`src/rtl/seq_pattern_pkg.sv`:
```
// Shared types and constants for the seq_pattern arbiter slice.
package seq_pattern_pkg;

    typedef enum logic [1:0] {
        ARB_IDLE,
        ARB_GRANT,
        ARB_RESP
    } arb_state_t;

    localparam int PERF_W = 16;

endpackage

```
`src/rtl/seq_pattern_eval.sv`:
```
// Shared pattern evaluator: on load, registers y = (a & b) | ~c, bitwise.
module seq_pattern_eval #(
    parameter int DATA_W = 1
) (
    input  logic              clk,
    input  logic              rst_n,
    input  logic              load,
    input  logic [DATA_W-1:0] a,
    input  logic [DATA_W-1:0] b,
    input  logic [DATA_W-1:0] c,
    output logic [DATA_W-1:0] y
);

    // Single result register, refreshed only when the sequencer loads it.
    always_ff @(posedge clk or negedge rst_n) begin
        if (!rst_n) begin
            y <= '0;
        end else if (load) begin
            y <= (a & b) | ~c;
        end
    end

endmodule

```
`src/rtl/seq_pattern_arbiter.sv`:
```
// Round-robin arbiter and IDLE/GRANT/RESP sequencer sharing one pattern
// evaluator among N_REQ requesters.
// Optional macro SEQ_ARB_PERF_EN adds perf_grants/perf_stall counters.
module seq_pattern_arbiter
    import seq_pattern_pkg::*;
#(
    parameter  int N_REQ  = 4,
    parameter  int DATA_W = 1,
    localparam int TAG_W  = $clog2(N_REQ)
) (
    input  logic                    blif_clk_net,
    input  logic                    blif_reset_net,
    input  logic [N_REQ-1:0]        req,
    input  logic [N_REQ*DATA_W-1:0] op_a,
    input  logic [N_REQ*DATA_W-1:0] op_b,
    input  logic [N_REQ*DATA_W-1:0] op_c,
    output logic [N_REQ-1:0]        gnt,
    output logic                    rsp_valid,
    input  logic                    rsp_ready,
    output logic [TAG_W-1:0]        rsp_tag,
    output logic [DATA_W-1:0]       rsp_data,
    output logic                    busy
`ifdef SEQ_ARB_PERF_EN
    ,
    output logic [PERF_W-1:0]       perf_grants,
    output logic [PERF_W-1:0]       perf_stall
`endif
);

    arb_state_t        state;
    arb_state_t        state_nx;
    logic [TAG_W-1:0]  rr_ptr;
    logic [TAG_W-1:0]  win_q;
    logic [TAG_W-1:0]  win_sel;
    logic [TAG_W-1:0]  win_hi;
    logic [TAG_W-1:0]  win_lo;
    logic              found_hi;
    logic              found_lo;
    logic              load;
    logic [DATA_W-1:0] sel_a;
    logic [DATA_W-1:0] sel_b;
    logic [DATA_W-1:0] sel_c;

    // Round-robin pick: lowest requester at or above rr_ptr, otherwise the
    // lowest requester overall (the wrap past N_REQ-1 back to 0).
    always_comb begin
        found_hi = 1'b0;
        found_lo = 1'b0;
        win_hi   = '0;
        win_lo   = '0;
        for (int unsigned i = 0; i < N_REQ; i++) begin
            if (req[i]) begin
                if (!found_lo) begin
                    found_lo = 1'b1;
                    win_lo   = TAG_W'(i);
                end
                if (!found_hi && (TAG_W'(i) >= rr_ptr)) begin
                    found_hi = 1'b1;
                    win_hi   = TAG_W'(i);
                end
            end
        end
        win_sel = found_hi ? win_hi : win_lo;
    end

    // Operand mux for the latched winner.
    always_comb begin
        sel_a = '0;
        sel_b = '0;
        sel_c = '0;
        for (int unsigned i = 0; i < N_REQ; i++) begin
            if (win_q == TAG_W'(i)) begin
                sel_a = op_a[i*DATA_W +: DATA_W];
                sel_b = op_b[i*DATA_W +: DATA_W];
                sel_c = op_c[i*DATA_W +: DATA_W];
            end
        end
    end

    // Sequencer next state and per-state outputs.
    always_comb begin
        state_nx  = state;
        gnt       = '0;
        load      = 1'b0;
        rsp_valid = 1'b0;
        busy      = 1'b1;
        unique case (state)
            ARB_IDLE: begin
                busy = 1'b0;
                if (|req) begin
                    state_nx = ARB_GRANT;
                end
            end
            ARB_GRANT: begin
                load = 1'b1;
                for (int unsigned i = 0; i < N_REQ; i++) begin
                    if (win_q == TAG_W'(i)) begin
                        gnt[i] = 1'b1;
                    end
                end
                state_nx = ARB_RESP;
            end
            ARB_RESP: begin
                rsp_valid = 1'b1;
                if (rsp_ready) begin
                    state_nx = ARB_IDLE;
                end
            end
            default: state_nx = ARB_IDLE;
        endcase
    end

    // Sequencer state register.
    always_ff @(posedge blif_clk_net or negedge blif_reset_net) begin
        if (!blif_reset_net) begin
            state <= ARB_IDLE;
        end else begin
            state <= state_nx;
        end
    end

    // Winner latched at arbitration; tag and pointer advance in GRANT.
    always_ff @(posedge blif_clk_net or negedge blif_reset_net) begin
        if (!blif_reset_net) begin
            win_q   <= '0;
            rr_ptr  <= '0;
            rsp_tag <= '0;
        end else begin
            if ((state == ARB_IDLE) && (|req)) begin
                win_q <= win_sel;
            end
            if (state == ARB_GRANT) begin
                rsp_tag <= win_q;
                rr_ptr  <= (win_q == TAG_W'(N_REQ - 1)) ? '0 : win_q + TAG_W'(1);
            end
        end
    end

    seq_pattern_eval #(
        .DATA_W (DATA_W)
    ) u_eval (
        .clk   (blif_clk_net),
        .rst_n (blif_reset_net),
        .load  (load),
        .a     (sel_a),
        .b     (sel_b),
        .c     (sel_c),
        .y     (rsp_data)
    );

`ifdef SEQ_ARB_PERF_EN
    // Saturating counts of accepted responses and stalled RESP cycles.
    always_ff @(posedge blif_clk_net or negedge blif_reset_net) begin
        if (!blif_reset_net) begin
            perf_grants <= '0;
            perf_stall  <= '0;
        end else begin
            if (rsp_valid && rsp_ready && (perf_grants != '1)) begin
                perf_grants <= perf_grants + PERF_W'(1);
            end
            if ((state == ARB_RESP) && !rsp_ready && (perf_stall != '1)) begin
                perf_stall <= perf_stall + PERF_W'(1);
            end
        end
    end
`endif

endmodule

```
`config.mk`:
```
export PLATFORM = sky130hd
export DESIGN_NAME = seq_pattern_arbiter
export DESIGN_NICKNAME = d
export VERILOG_FILES = /design/src/rtl/seq_pattern_pkg.sv /design/src/rtl/seq_pattern_eval.sv /design/src/rtl/seq_pattern_arbiter.sv
export SDC_FILE = /design/constraint.sdc
export NUM_CORES = 1
export LEC_CHECK = 0
export CORE_MARGIN = 2
export CORE_UTILIZATION = 40
export DETAILED_ROUTE_END_ITERATION = 16
export PLACE_DENSITY = 0.81
export SKIP_LAST_GASP = 1
export SLEW_MARGIN = 20
export SYNTH_ARGS = -nofsm -noshare
export SYNTH_HDL_FRONTEND = slang
export SYNTH_SLANG_ARGS = --single-unit
```
`constraint.sdc`:
```
create_clock -name blif_clk_net -period 3.35 [get_ports blif_clk_net]
set_input_delay 0.5025 -clock blif_clk_net [delete_from_list [all_inputs] [get_ports blif_clk_net]]
set_output_delay 0.5025 -clock blif_clk_net [all_outputs]
set_load 0.02 [all_outputs]
```
==> reports/metrics.yaml <==
clock_network:
  cts_tree: "built"
  cts-root-buf: "clkbuf_4"
  cts.repair.resized: 0
  path_clk_slew_ns: 0.06
  cts_made_buffers: 3
  hold_buffers: 0
  htreeDepth: 1
  cts_setup_buffers: 0
  insertion_delay_ns: 0.25
  clock_sinks: 9
  cts_buffer_depth: 2
finish:
  diodes: 0
  layout-drive-gt1-share: 0.0532
  fin_cells: 109
  layout_common_cells: "clkdlybuf4s50_1 (27), nand2_1 (14), dfrtp_1 (9), o21ai_0 (6)"
  area_growth_pct: 57.6
  final_common_cell: "clkdlybuf4s50_1"
  fill_cells: 112
  final_nets: 118
worst_setup_path:
  reg2reg_depth: 3
  cp_num_buf_inv: 2
  path_max_fanout: 5
  crit_required_ns: 2.85
  worstSetupPathType: "flip-flop to primary output"
  worstPathArrival_ns: 1.73
  path_cells: "inv_1 > ha_1 > and2_1 > clkdlybuf4s50_1"
  critPathMaxStageDelay_ns: 0.60
  path_depth: 4
  crit_slowest_cell: "clkdlybuf4s50_1"
  worst_setup_path_start_kind: "flip-flop"
  critPathTopFamily: "buffers and inverters"
  cp-end-kind: "primary output"
worst_hold_path:
  holdPathStages: 2
  hp-class: "flip-flop to flip-flop"
timing:
  rsz0062_at_grt: "false"
  fmax_mhz: 448
  max_slew_margin: 0.720
  skew_ns: 0.00269
  worstMarginPinSlew_ns: 0.418
  hold_viol: 0
  fin_crit_sh: 0.666
  maxSlewViolCount: 0
  worst_slack_ns: 1.12
  setup_tns_ns: 0
  fin_crit_ns: 2.23
  finalSetupViolCount: 0
global_routing:
  grt_pass1_vias: 501
  grt_max_degree: 10
  globalRouteOverflowTotal: 0
  grt_use_total: 0.197
  grt_pass1_wl_mm: 2.06
  grt_antenna_before_repair: 0
logic_synthesis:
  synth_seq_cells: 9
  synth_cells: 64
  synth_top_area_frac: 0.417
  syn_avg_cell_area_um2: 8.45
  synthesis.nets: 87
  synth.distinct_cells: 20
  synth_seq_area_share: 0.417
  syn_area_um2: 541
  yosysWarnings: 0
  yosys.area.top_type: "dfrtp_1"
  synth_area_leaders: "dfrtp_1 (42%), nand2_1 (9.7%), ha_1 (9.3%), o21ai_0 (5.6%), and2_1 (4.6%)"
placement:
  hpwl_mm: 1.03
  dpl_worst_slack_ns: 1.39
  buffer_ports.inserted: 27
  gp_congestion: 0.794
  dp.cells: 105
run_status:
  status: "complete, no violations"
floorplan:
  initial_core_util: 0.421
  die_h_um: 40.8
  ios: 28
  core_um2: 1280
  core.rowCount: 13
  die_x_um: 40.8
  die_area_um2: 1660
power:
  power_density_nw_per_um2: 762
  vdd_drop_max_mv: 0.404
  leakage_uw: 0.000382
flow_run:
  max_cap_viol_count: 0
drt:
  drt_iter0_drc: 4
  drtAntennaViolNets: 0
  drc: 0
  avgViaCountPerCell: 5.00
  wl_mm: 1.28
  routedWlPerCell_um: 11.7
  vias: 545
  firstDrtPassIters: 4
## path summary, 6_finish.rpt
| kind | startpoint | end | slack [ns] |
|---|---|---|---|
| max reg2reg | state[1]$_DFFE_PN0P_ | win_q[0]$_DFFE_PN0P_ | 2.14 |
| max | win_q[0]$_DFFE_PN0P_ | gnt[2] | 1.12 |
| max in group asynchronous | blif_reset_net | rr_ptr[1]$_DFFE_PN0P_ | 2.51 |
| min | rsp_tag[1]$_DFFE_PN0P_ | rsp_tag[1]$_DFFE_PN0P_ | 0.49 |
| min reg2reg | rsp_tag[1]$_DFFE_PN0P_ | rsp_tag[1]$_DFFE_PN0P_ | 0.49 |
| min in group asynchronous | blif_reset_net | rsp_tag[1]$_DFFE_PN0P_ | 0.55 |
## power breakdown
group | switching (uW) | leakage, uW | total [uW] | internal (uW)
Combinational | 189 | 0.000257 | 365 | 176
Sequential | 43.5 | 0.000110 | 204 | 160
Clock | 34.9 | 0.0000150 | 80.6 | 45.7
Total | 267 | 0.000382 | 649 | 382
## area by class of cell
cell class / count / area (um^2) / share of cell area
clock buffer: 4 / 26.3 / 0.0308
timing repair buffer: 27 / 270 / 0.317
sequential: 9 / 225 / 0.264
inverter: 4 / 15.0 / 0.0176
multi-input combinational: 50 / 297 / 0.348
tap: 15 / 18.8 / 0.0220
## metal layers
metal  global-route usage  vias to the layer above  share of wire
met5                    0                        -              0
met3               0.0652                        2          0.043
met2                0.333                       18           0.49
met1                0.228                      248           0.45
met4               0.0750                        0          0.016
li1                     -                      277              -
## Yosys cell counts, drive strengths merged
cell    number
a21o         1
ha           4
or2b         1
a211oi       1
nand4        1
nand2       14
o21ai        6
or2          1
o32ai        1
inv          4
a21oi        4
nand3        2
a31oi        1
dfrtp        9
nor2         2
and2b        1
o31ai        2
clkbuf       1
nand2b       4
and2         4
## sequential cells by signal (all words and copies together) (netlist names)
name	count
rsp_tag	2
rr_ptr	2
win_q	2
u_eval.y	1
state	2
## worst reg2reg max path, stage by stage, from the launching register on
cell and delay (ns):
dfrtp_1 0.40, or2_4 0.27, a21o_1 0.18, o31ai_1 0.25
## metrics by stage
stage	cell area [um^2]	utilization	hold slack [ns]	total power, uW
after floorplan	541	-	0.207	423
after global placement	826	0.643	0.461	561
after detailed placement	826	0.643	0.476	569
after CTS	852	0.663	0.489	653
after global routing	852	0.663	0.537	708
final	852	0.663	0.485	649
## cell families (layout without fill, tap and decap cells)
kind of cell | after synthesis | in the layout | synth area share
AOI/OAI and AO/OA | 16 | 16 | 0.176
DFF | 9 | 9 | 0.417
and+or+nand+nor | 30 | 30 | 0.280
buffers and inverters | 5 | 35 | 0.0347
adders and majority gates | 4 | 4 | 0.0926
(Power assumes the default switching activity.)
